File: src/rtl/alu_issue_ctrl.sv
// Serial issue sequencer for the 16-bit execution unit: accepts one instruction,
// reads operands from an 8x16 register file, drives the EU, and writes the result back.
module alu_issue_ctrl #(
  parameter int unsigned NREGS  = 8,
  parameter int unsigned RIDX_W = 3,
  parameter int unsigned DW     = 16
) (
  input  logic              clk,
  input  logic              rst_n,
  input  logic              instr_valid,
  output logic              instr_ready,
  input  logic [15:0]       instr,
  output logic [DW-1:0]     eu_operanda,
  output logic [DW-1:0]     eu_operandb,
  output logic [2:0]        eu_alu_op,
  input  logic [DW-1:0]     eu_result,
  input  logic [DW-1:0]     eu_carry,
  input  logic              eu_zero,
  output logic              wb_valid,
  output logic [RIDX_W-1:0] wb_rd,
  output logic [DW-1:0]     wb_data,
  output logic              flag_z,
  output logic              flag_c,
  input  logic [RIDX_W-1:0] dbg_addr,
  output logic [DW-1:0]     dbg_data
);

  typedef enum logic [1:0] {
    S_IDLE = 2'd0,
    S_READ = 2'd1,
    S_EXEC = 2'd2,
    S_WB   = 2'd3
  } state_e;

  state_e             state_q;
  logic               ready_q;
  logic [15:0]        instr_q;
  logic [DW-1:0]      opa_q;
  logic [DW-1:0]      opb_q;
  logic [2:0]         alu_op_q;
  logic [DW-1:0]      res_q;
  logic               zero_q;
  logic               carry_q;
  logic               wb_valid_q;
  logic [RIDX_W-1:0]  wb_rd_q;
  logic [DW-1:0]      wb_data_q;
  logic               flag_z_q;
  logic               flag_c_q;
  logic [DW-1:0]      regs_q [NREGS];

  // Decoded fields of the latched instruction
  logic [2:0]         op_d;
  logic [2:0]         rd_d;
  logic [2:0]         rs1_d;
  logic [2:0]         rs2_d;
  logic               imm_sel_d;
  logic [5:0]         imm_d;
  logic [DW-1:0]      rs1_data_d;
  logic [DW-1:0]      rs2_data_d;

  assign op_d      = instr_q[15:13];
  assign rd_d      = instr_q[12:10];
  assign rs1_d     = instr_q[9:7];
  assign imm_sel_d = instr_q[6];
  assign rs2_d     = instr_q[5:3];
  assign imm_d     = instr_q[5:0];

  // r0 is hard-wired to zero on every read port
  assign rs1_data_d = (rs1_d == 3'd0) ? '0 : regs_q[rs1_d];
  assign rs2_data_d = (rs2_d == 3'd0) ? '0 : regs_q[rs2_d];
  assign dbg_data   = (dbg_addr == '0) ? '0 : regs_q[dbg_addr];

  // Only the EU carry MSB and the non-reserved instruction bits carry meaning
  logic unused_bits;
  assign unused_bits = ^{eu_carry[DW-2:0], instr_q[2:0]};

  always_ff @(posedge clk) begin
    if (!rst_n) begin
      state_q    <= S_IDLE;
      ready_q    <= 1'b1;
      instr_q    <= '0;
      opa_q      <= '0;
      opb_q      <= '0;
      alu_op_q   <= '0;
      res_q      <= '0;
      zero_q     <= 1'b0;
      carry_q    <= 1'b0;
      wb_valid_q <= 1'b0;
      wb_rd_q    <= '0;
      wb_data_q  <= '0;
      flag_z_q   <= 1'b0;
      flag_c_q   <= 1'b0;
      regs_q     <= '{default: '0};
    end else begin
      case (state_q)
        S_IDLE: begin
          if (instr_valid && ready_q) begin
            instr_q <= instr;
            ready_q <= 1'b0;
            state_q <= S_READ;
          end
        end
        S_READ: begin
          alu_op_q <= op_d;
          opa_q    <= rs1_data_d;
          opb_q    <= imm_sel_d ? DW'(imm_d) : rs2_data_d;
          state_q  <= S_EXEC;
        end
        S_EXEC: begin
          // EU is combinational; its outputs settle during this cycle
          res_q      <= eu_result;
          zero_q     <= eu_zero;
          carry_q    <= eu_carry[DW-1];
          wb_valid_q <= 1'b1;
          wb_rd_q    <= RIDX_W'(rd_d);
          wb_data_q  <= eu_result;
          state_q    <= S_WB;
        end
        S_WB: begin
          if (rd_d != 3'd0) begin
            regs_q[rd_d] <= res_q;
          end
          flag_z_q   <= zero_q;
          flag_c_q   <= carry_q;
          wb_valid_q <= 1'b0;
          ready_q    <= 1'b1;
          state_q    <= S_IDLE;
        end
        default: begin
          ready_q <= 1'b1;
          state_q <= S_IDLE;
        end
      endcase
    end
  end

  assign instr_ready = ready_q;
  assign eu_operanda = opa_q;
  assign eu_operandb = opb_q;
  assign eu_alu_op   = alu_op_q;
  assign wb_valid    = wb_valid_q;
  assign wb_rd       = wb_rd_q;
  assign wb_data     = wb_data_q;
  assign flag_z      = flag_z_q;
  assign flag_c      = flag_c_q;

endmodule

File: config.mk
export PLATFORM = sky130hd
export DESIGN_NAME = alu_issue_ctrl
export DESIGN_NICKNAME = d
export VERILOG_FILES = /design/src/rtl/alu_issue_ctrl.sv
export SDC_FILE = /design/constraint.sdc
export NUM_CORES = 1
export LEC_CHECK = 0
export CAP_MARGIN = 20
export CORE_MARGIN = 4
export CORE_UTILIZATION = 48
export DETAILED_ROUTE_END_ITERATION = 8
export PLACE_DENSITY_LB_ADDON = 0.1
export SLEW_MARGIN = 10
export SYNTH_ARGS = -nofsm -noshare
export SYNTH_HDL_FRONTEND = slang
export SYNTH_SLANG_ARGS = --single-unit
File: constraint.sdc
create_clock -name clk -period 2.1 [get_ports clk]
set_input_delay 0.21 -clock clk [delete_from_list [all_inputs] [get_ports clk]]
set_output_delay 0.21 -clock clk [all_outputs]
set_load 0.01 [all_outputs]
## Word-level counts from Yosys, hierarchy flattened

Cells that the tools add are included.

- Bits of input ports: 55
- Output and inout port bits: 74
- Word-level logic and storage cells: 67
- Flip-flop bits (word level): 206

- Bitwise gates (word level): 4
- Reductions and logical operators: 12
- $lt $le $gt $ge: 5
- Eq/ne operators: 4
- Mux-type cells: 21

Operators with widths:

| cell | number |
|---|---|
| 16-bit 2-to-1 mux | 11 |
| 16-bit binary-select mux with 3-bit select | 3 |
| 128-bit bitwise mux | 1 |
| 16-bit demux with 3-bit select | 1 |
| 4-bit >= comparator, second input constant | 4 |
| 3-bit NOT with 4-bit output | 4 |
| 3-bit zero test | 3 |
| 2-bit one-hot mux with 4 select lines | 1 |
| 2-bit AND reduction | 3 |
| 2-bit equality test, second input constant | 2 |
| 4-bit by 1-bit less-than comparator with 1-bit output, second input constant | 1 |
| 1-bit one-hot mux with 2 select lines | 2 |
| 2-bit nonzero test | 2 |
| 3-bit nonzero test | 1 |
| 2-bit by 1-bit equality test with 1-bit output, second input constant | 1 |
| 1-bit logical AND | 2 |
| 2-bit zero test | 1 |
| 2-bit 2-to-1 mux | 1 |
| 2-bit != test, second input constant | 1 |
| 1-bit 2-to-1 mux | 1 |

## Logic depth before layout (Yosys ltp)

- Depth after elaboration: 6
- Gate-level depth with buffers: 8
- Gate-level depth less buffers: 6

## Least setup slack after synthesis

Ideal clock, no wire load.

- Path type: reg-to-reg
- Start: reg state_q[1]
- End: reg regs_q[53] (netlist name)
- Data required time: 1,978 ps
- Data arrival time: 1,490 ps
- Slack: 487 ps
- Stages on the path, launching flop included: 9
- Period minus slack after synthesis: 1,613 ps
- Library setup time: 122 ps
- Path buffers: 3
- Cell sequence: dfxtp_1 ha_1 buf_2 nand2_2 or3_1 buf_2 buf_6 nand2_1 a21boi_0

- Cells in the longest elaborated chain, start to end: 2

Ends and longest elaborated chain:

| item | line | source |
|---|---|---|
| from (decl) | 35 | `state_e state_q;` |
| from (signal assigned) | 79 | `state_q <= S_IDLE;` |
| from (signal assigned) | 100 | `state_q <= S_READ;` |
| from (signal assigned) | 107 | `state_q <= S_EXEC;` |
| 2-bit equality test | 95 | `case (state_q)` |
| 2-bit AND reduction (no source line) | n/a |  |
| to (signal, indexed assignment) | 121 | `regs_q[rd_d] <= res_q;` |
| to (decl) | 49 | `logic [DW-1:0] regs_q [NREGS];` |

No other way between the ends.
A chain may end at the register's enable or synchronous reset.

## Final worst setup path

- Start: in dbg_addr[1]
- End: out dbg_data[4]

- Cells in the longest elaborated chain, start to end: 5
- Elaborated cells between the ends (all ways): 6
- Those cells by class: mux (4); bitwise (1); reduce/logical (1)

Ends and longest elaborated chain:

| item | line | source |
|---|---|---|
| from (decl) | 24 | `input logic [RIDX_W-1:0] dbg_addr,` |
| 3-bit NOT with 4-bit output (not written as such) | 71 | `assign dbg_data = (dbg_addr == '0) ? '0 : regs_q[dbg_addr];` |
| 16-bit binary-select mux with 3-bit select | 71 |  |
| 16-bit 2-to-1 mux (not written as such) (2 in series) | 71 |  |
| 16-bit 2-to-1 mux (*) | 71 |  |
| to (decl) | 25 | `output logic [DW-1:0] dbg_data` |

Every way passes the cells marked *; elsewhere a longest branch is shown, timed or not. The select of a mux whose other input is x is not followed.

==> impl_metrics.py <==
metrics = {
    "synth": {
        "netlist_top_cells_count": "nand2_1, dfxtp_1, a21boi_0",
        "yosysSeqAreaShare_pct": 38.3,
        "synth_area_leaders": "dfxtp_1, nand2_1, a21boi_0",
        "yosys_warnings": 0,
        "synth_top_area_share_pct": 38.3,
        "synth_most_common_cell": "nand2_1",
        "synth_cells": 1119,
        "synth_edf_count": 0,
        "synthArstFlopShare_pct": 0,
        "ys_ff_latch": 190,
        "ys.flop_type": "dfxtp_1",
        "synth.distinct_cells": 43,
        "synth_area_per_cell_um2": 8.87,
        "synth_area_um2": 9920,
        "syn_nets": 1179,
        "synth_top_area_cell": "dfxtp_1",
    },
    "placement": {
        "dpl_cell_area_um2": 11700,
        "dp_hpwl_mm": 22.9,
        "dp.cells": 1490,
        "gp_congestion": 0.955,
        "place_worst_setup_slack_ns": -0.321,
        "port_buffers": 113,
    },
    "power_and_ir_drop": {
        "power_leakage_nw": 4.30,
        "total_power_mw": 10.4,
        "p_comb_share_pct": 27.4,
        "p_clk_share_pct": 30.7,
        "power_density_nw_per_um2": 835,
        "intPower_mw": 6.96,
        "seq_power_share_pct": 41.9,
        "ir_worst_vdd_mv": 0.587,
        "p_sw_mw": 3.40,
        "switching_share_pct": 32.8,
    },
    "finish": {
        "diodes": 0,
        "drive_above_1_share_pct": 20.0,
        "multi_input_area_um2": 5560,
        "design_area_um2": 12400,
        "n_fill_cell": 1845,
        "regArea_um2": 3810,
        "finalNonFillerCells": 1532,
        "nets": 1309,
        "areaGrowthSynthToFinish_pct": 25.0,
    },
    "die": {
        "die_h_um": 152,
        "core_um2": 20300,
        "ios": 129,
        "placementRows": 52,
        "initial_core_util_pct": 48.9,
        "dieArea_um2": 23000,
        "die_x_um": 152,
    },
    "clock_network": {
        "cts.sinks": 190,
        "clock_latency_ns": 0.43,
        "h-tree-depth": 4,
        "hold_buffers": 0,
        "cts_tree": "yes",
        "numCtsBuffers": 17,
        "clk_path_buf_depth": 2,
        "clkTransAtPathRegs_ns": 0.07,
        "cts_root_buf": "clkbuf_16",
    },
    "timing": {
        "finalMaxSlewViolations": 0,
        "timing.fmax_mhz": 493,
        "fin_crit_sh_pct": 96.6,
        "finClkSkew_ns": 0.0133,
        "rsz0062_at_grt": "no",
        "setup_violations": 0,
        "hold_violations": 0,
        "fin_crit_ns": 2.03,
        "worst_pin_slew_ns": 0.682,
        "max_slew_margin_pct": 54.5,
        "holdWs_ns": 0.144,
        "worst_slack_ns": 0.0716,
    },
    "routing": {
        "via_per_inst": 5.75,
        "drc_errors": 0,
        "drtIter0Drc": 806,
        "first_pass_iters": 5,
        "dr_total_vias": 8807,
        "routed_wl_mm": 31.3,
        "ant_nets": 0,
        "drt-wirelength-per-cell_um": 20.4,
    },
    "global_route": {
        "gr-total-overflow": 0,
        "grt_pass1_wl_mm": 48.0,
        "grt_start_max_net_pins": 150,
        "antenna_found_initial": 1,
        "grt_pass1_vias": 7976,
        "grtUsageTotal_pct": 27.3,
    },
    "min_path": {
        "hold_path.class": "in -> reg",
    },
    "outcome": {
        "status": "complete, no violations",
    },
    "worst_setup_path": {
        "required_ns": 1.89,
        "critPathArrivalTime_ns": 1.82,
        "path_max_fanout": 9,
        "end_kind": "output port",
        "critPathKind": "in -> out",
        "cp-start-kind": "input port",
    },
    "flow_run": {
        "max_cap_violations": 0,
    },
}
-- cell families (layout without fill, tap and decap cells) --
| group | Yosys count | after routing | share of synthesized area, % |
|---|---|---|---|
| buffers and inverters | 127 | 270 | 5.86 |
| muxes | 150 | 150 | 18.2 |
| DFF | 190 | 190 | 38.3 |
| AOI/OAI and AO/OA | 264 | 264 | 20.4 |
| and+or+nand+nor | 383 | 383 | 16.6 |
| adders and majority gates | 5 | 5 | 0.630 |
-- final cells by class --
| class | instances | share of cell area (%) |
|---|---|---|
| Sequential cell | 190 | 30.7 |
| Clock buffer | 18 | 3.54 |
| Multi-Input combinational cell | 802 | 44.8 |
| Tap cell | 270 | 2.72 |
| Clock inverter | 14 | 1.21 |
| Timing Repair Buffer | 219 | 16.4 |
| Inverter | 19 | 0.575 |
-- worst max-delay path, stage by stage --
cell,delay [ns]
dlygate4sd2_1,0.26
buf_12,0.14
buf_4,0.14
buf_4,0.13
mux2_2,0.26
a221oi_1,0.25
a21oi_1,0.11
dlygate4sd2_1,0.31
-- worst paths after layout --
check | slack (ns) | to | from | cells past startpoint
max reg2reg | 0.27 | eu_operandb[0] | state_q[1] | 6
min reg2reg | 0.46 | instr_q[14] | instr_q[14] | 2
max | 0.07 | dbg_data[4] | dbg_addr[1] | 8
min | 0.14 | eu_operandb[2] | rst_n | 2
-- routing by layer --
metal  share of wire (%)  track usage [%]
met5                   0                0
met4                0.55             3.77
met3                  12             8.69
met2                  39             35.6
met1                  49             44.2
-- repair_timing --
item                       CTS  global route
setup buffers                9             1
resized for setup           27             2
setup endpoints to repair   16             6
pin swaps                    0             1
-- metrics by stage --
step | utilization, % | setup TNS (ns)
after global placement | 57.8 | -4.23
after detailed placement | 57.8 | -4.43
final | 61.1 | 0
after global routing | 61.1 | 0
after CTS | 61.0 | 0
after floorplan | - | 0
-- placed cells by master, fill, tap and decap left out, types with 3 or more instances in the layout --
| master | n |
|---|---|
| a2111oi_0 | 3 |
| a21boi_0 | 112 |
| a21boi_1 | 17 |
| a21oi_1 | 21 |
| a221oi_1 | 26 |
| a221oi_2 | 3 |
| a22oi_1 | 18 |
| buf_12 | 10 |
| buf_4 | 96 |
| clkbuf_16 | 17 |
| clkdlybuf4s50_1 | 94 |
| clkinv_4 | 3 |
| clkinv_8 | 4 |
| dfxtp_1 | 187 |
| dfxtp_2 | 3 |
| dlygate4sd2_1 | 16 |
| ha_1 | 4 |
| inv_1 | 19 |
| inv_6 | 3 |
| mux2_2 | 64 |
| mux2i_1 | 68 |
| mux4_2 | 18 |
| nand2_1 | 276 |
| nand2b_1 | 7 |
| nand3_1 | 4 |
| nand4_1 | 3 |
| nor2_1 | 25 |
| nor2_2 | 6 |
| nor2b_1 | 45 |
| nor3_1 | 6 |
| nor3b_1 | 4 |
| o21a_1 | 3 |
| o21ai_0 | 6 |
| o221a_2 | 14 |
| o221ai_1 | 14 |
| o22ai_1 | 10 |
| o31ai_1 | 10 |
-- power by group through the flow --
| stage | Combinational (mW) | Sequential (mW) | Clock, mW |
|---|---|---|---|
| finish | 2.84 | 4.34 | 3.18 |
| global placement | 2.79 | 4.41 | 0 |
| detailed placement | 2.82 | 4.41 | 0 |
| floorplan | 1.77 | 4.28 | 0 |
| global route | 3.07 | 4.39 | 3.38 |
| CTS | 2.83 | 4.33 | 3.24 |
-- registers in the layout, summed over array words and instances, names as in the netlist, 2 cells and up --
| register | cells |
|---|---|
| eu_alu_op | 3 |
| eu_operanda | 16 |
| eu_operandb | 16 |
| instr_q | 16 |
| regs_q | 112 |
| state_q | 2 |
| wb_data | 16 |
| wb_rd | 3 |
Power figures use the tool's default switching activity.
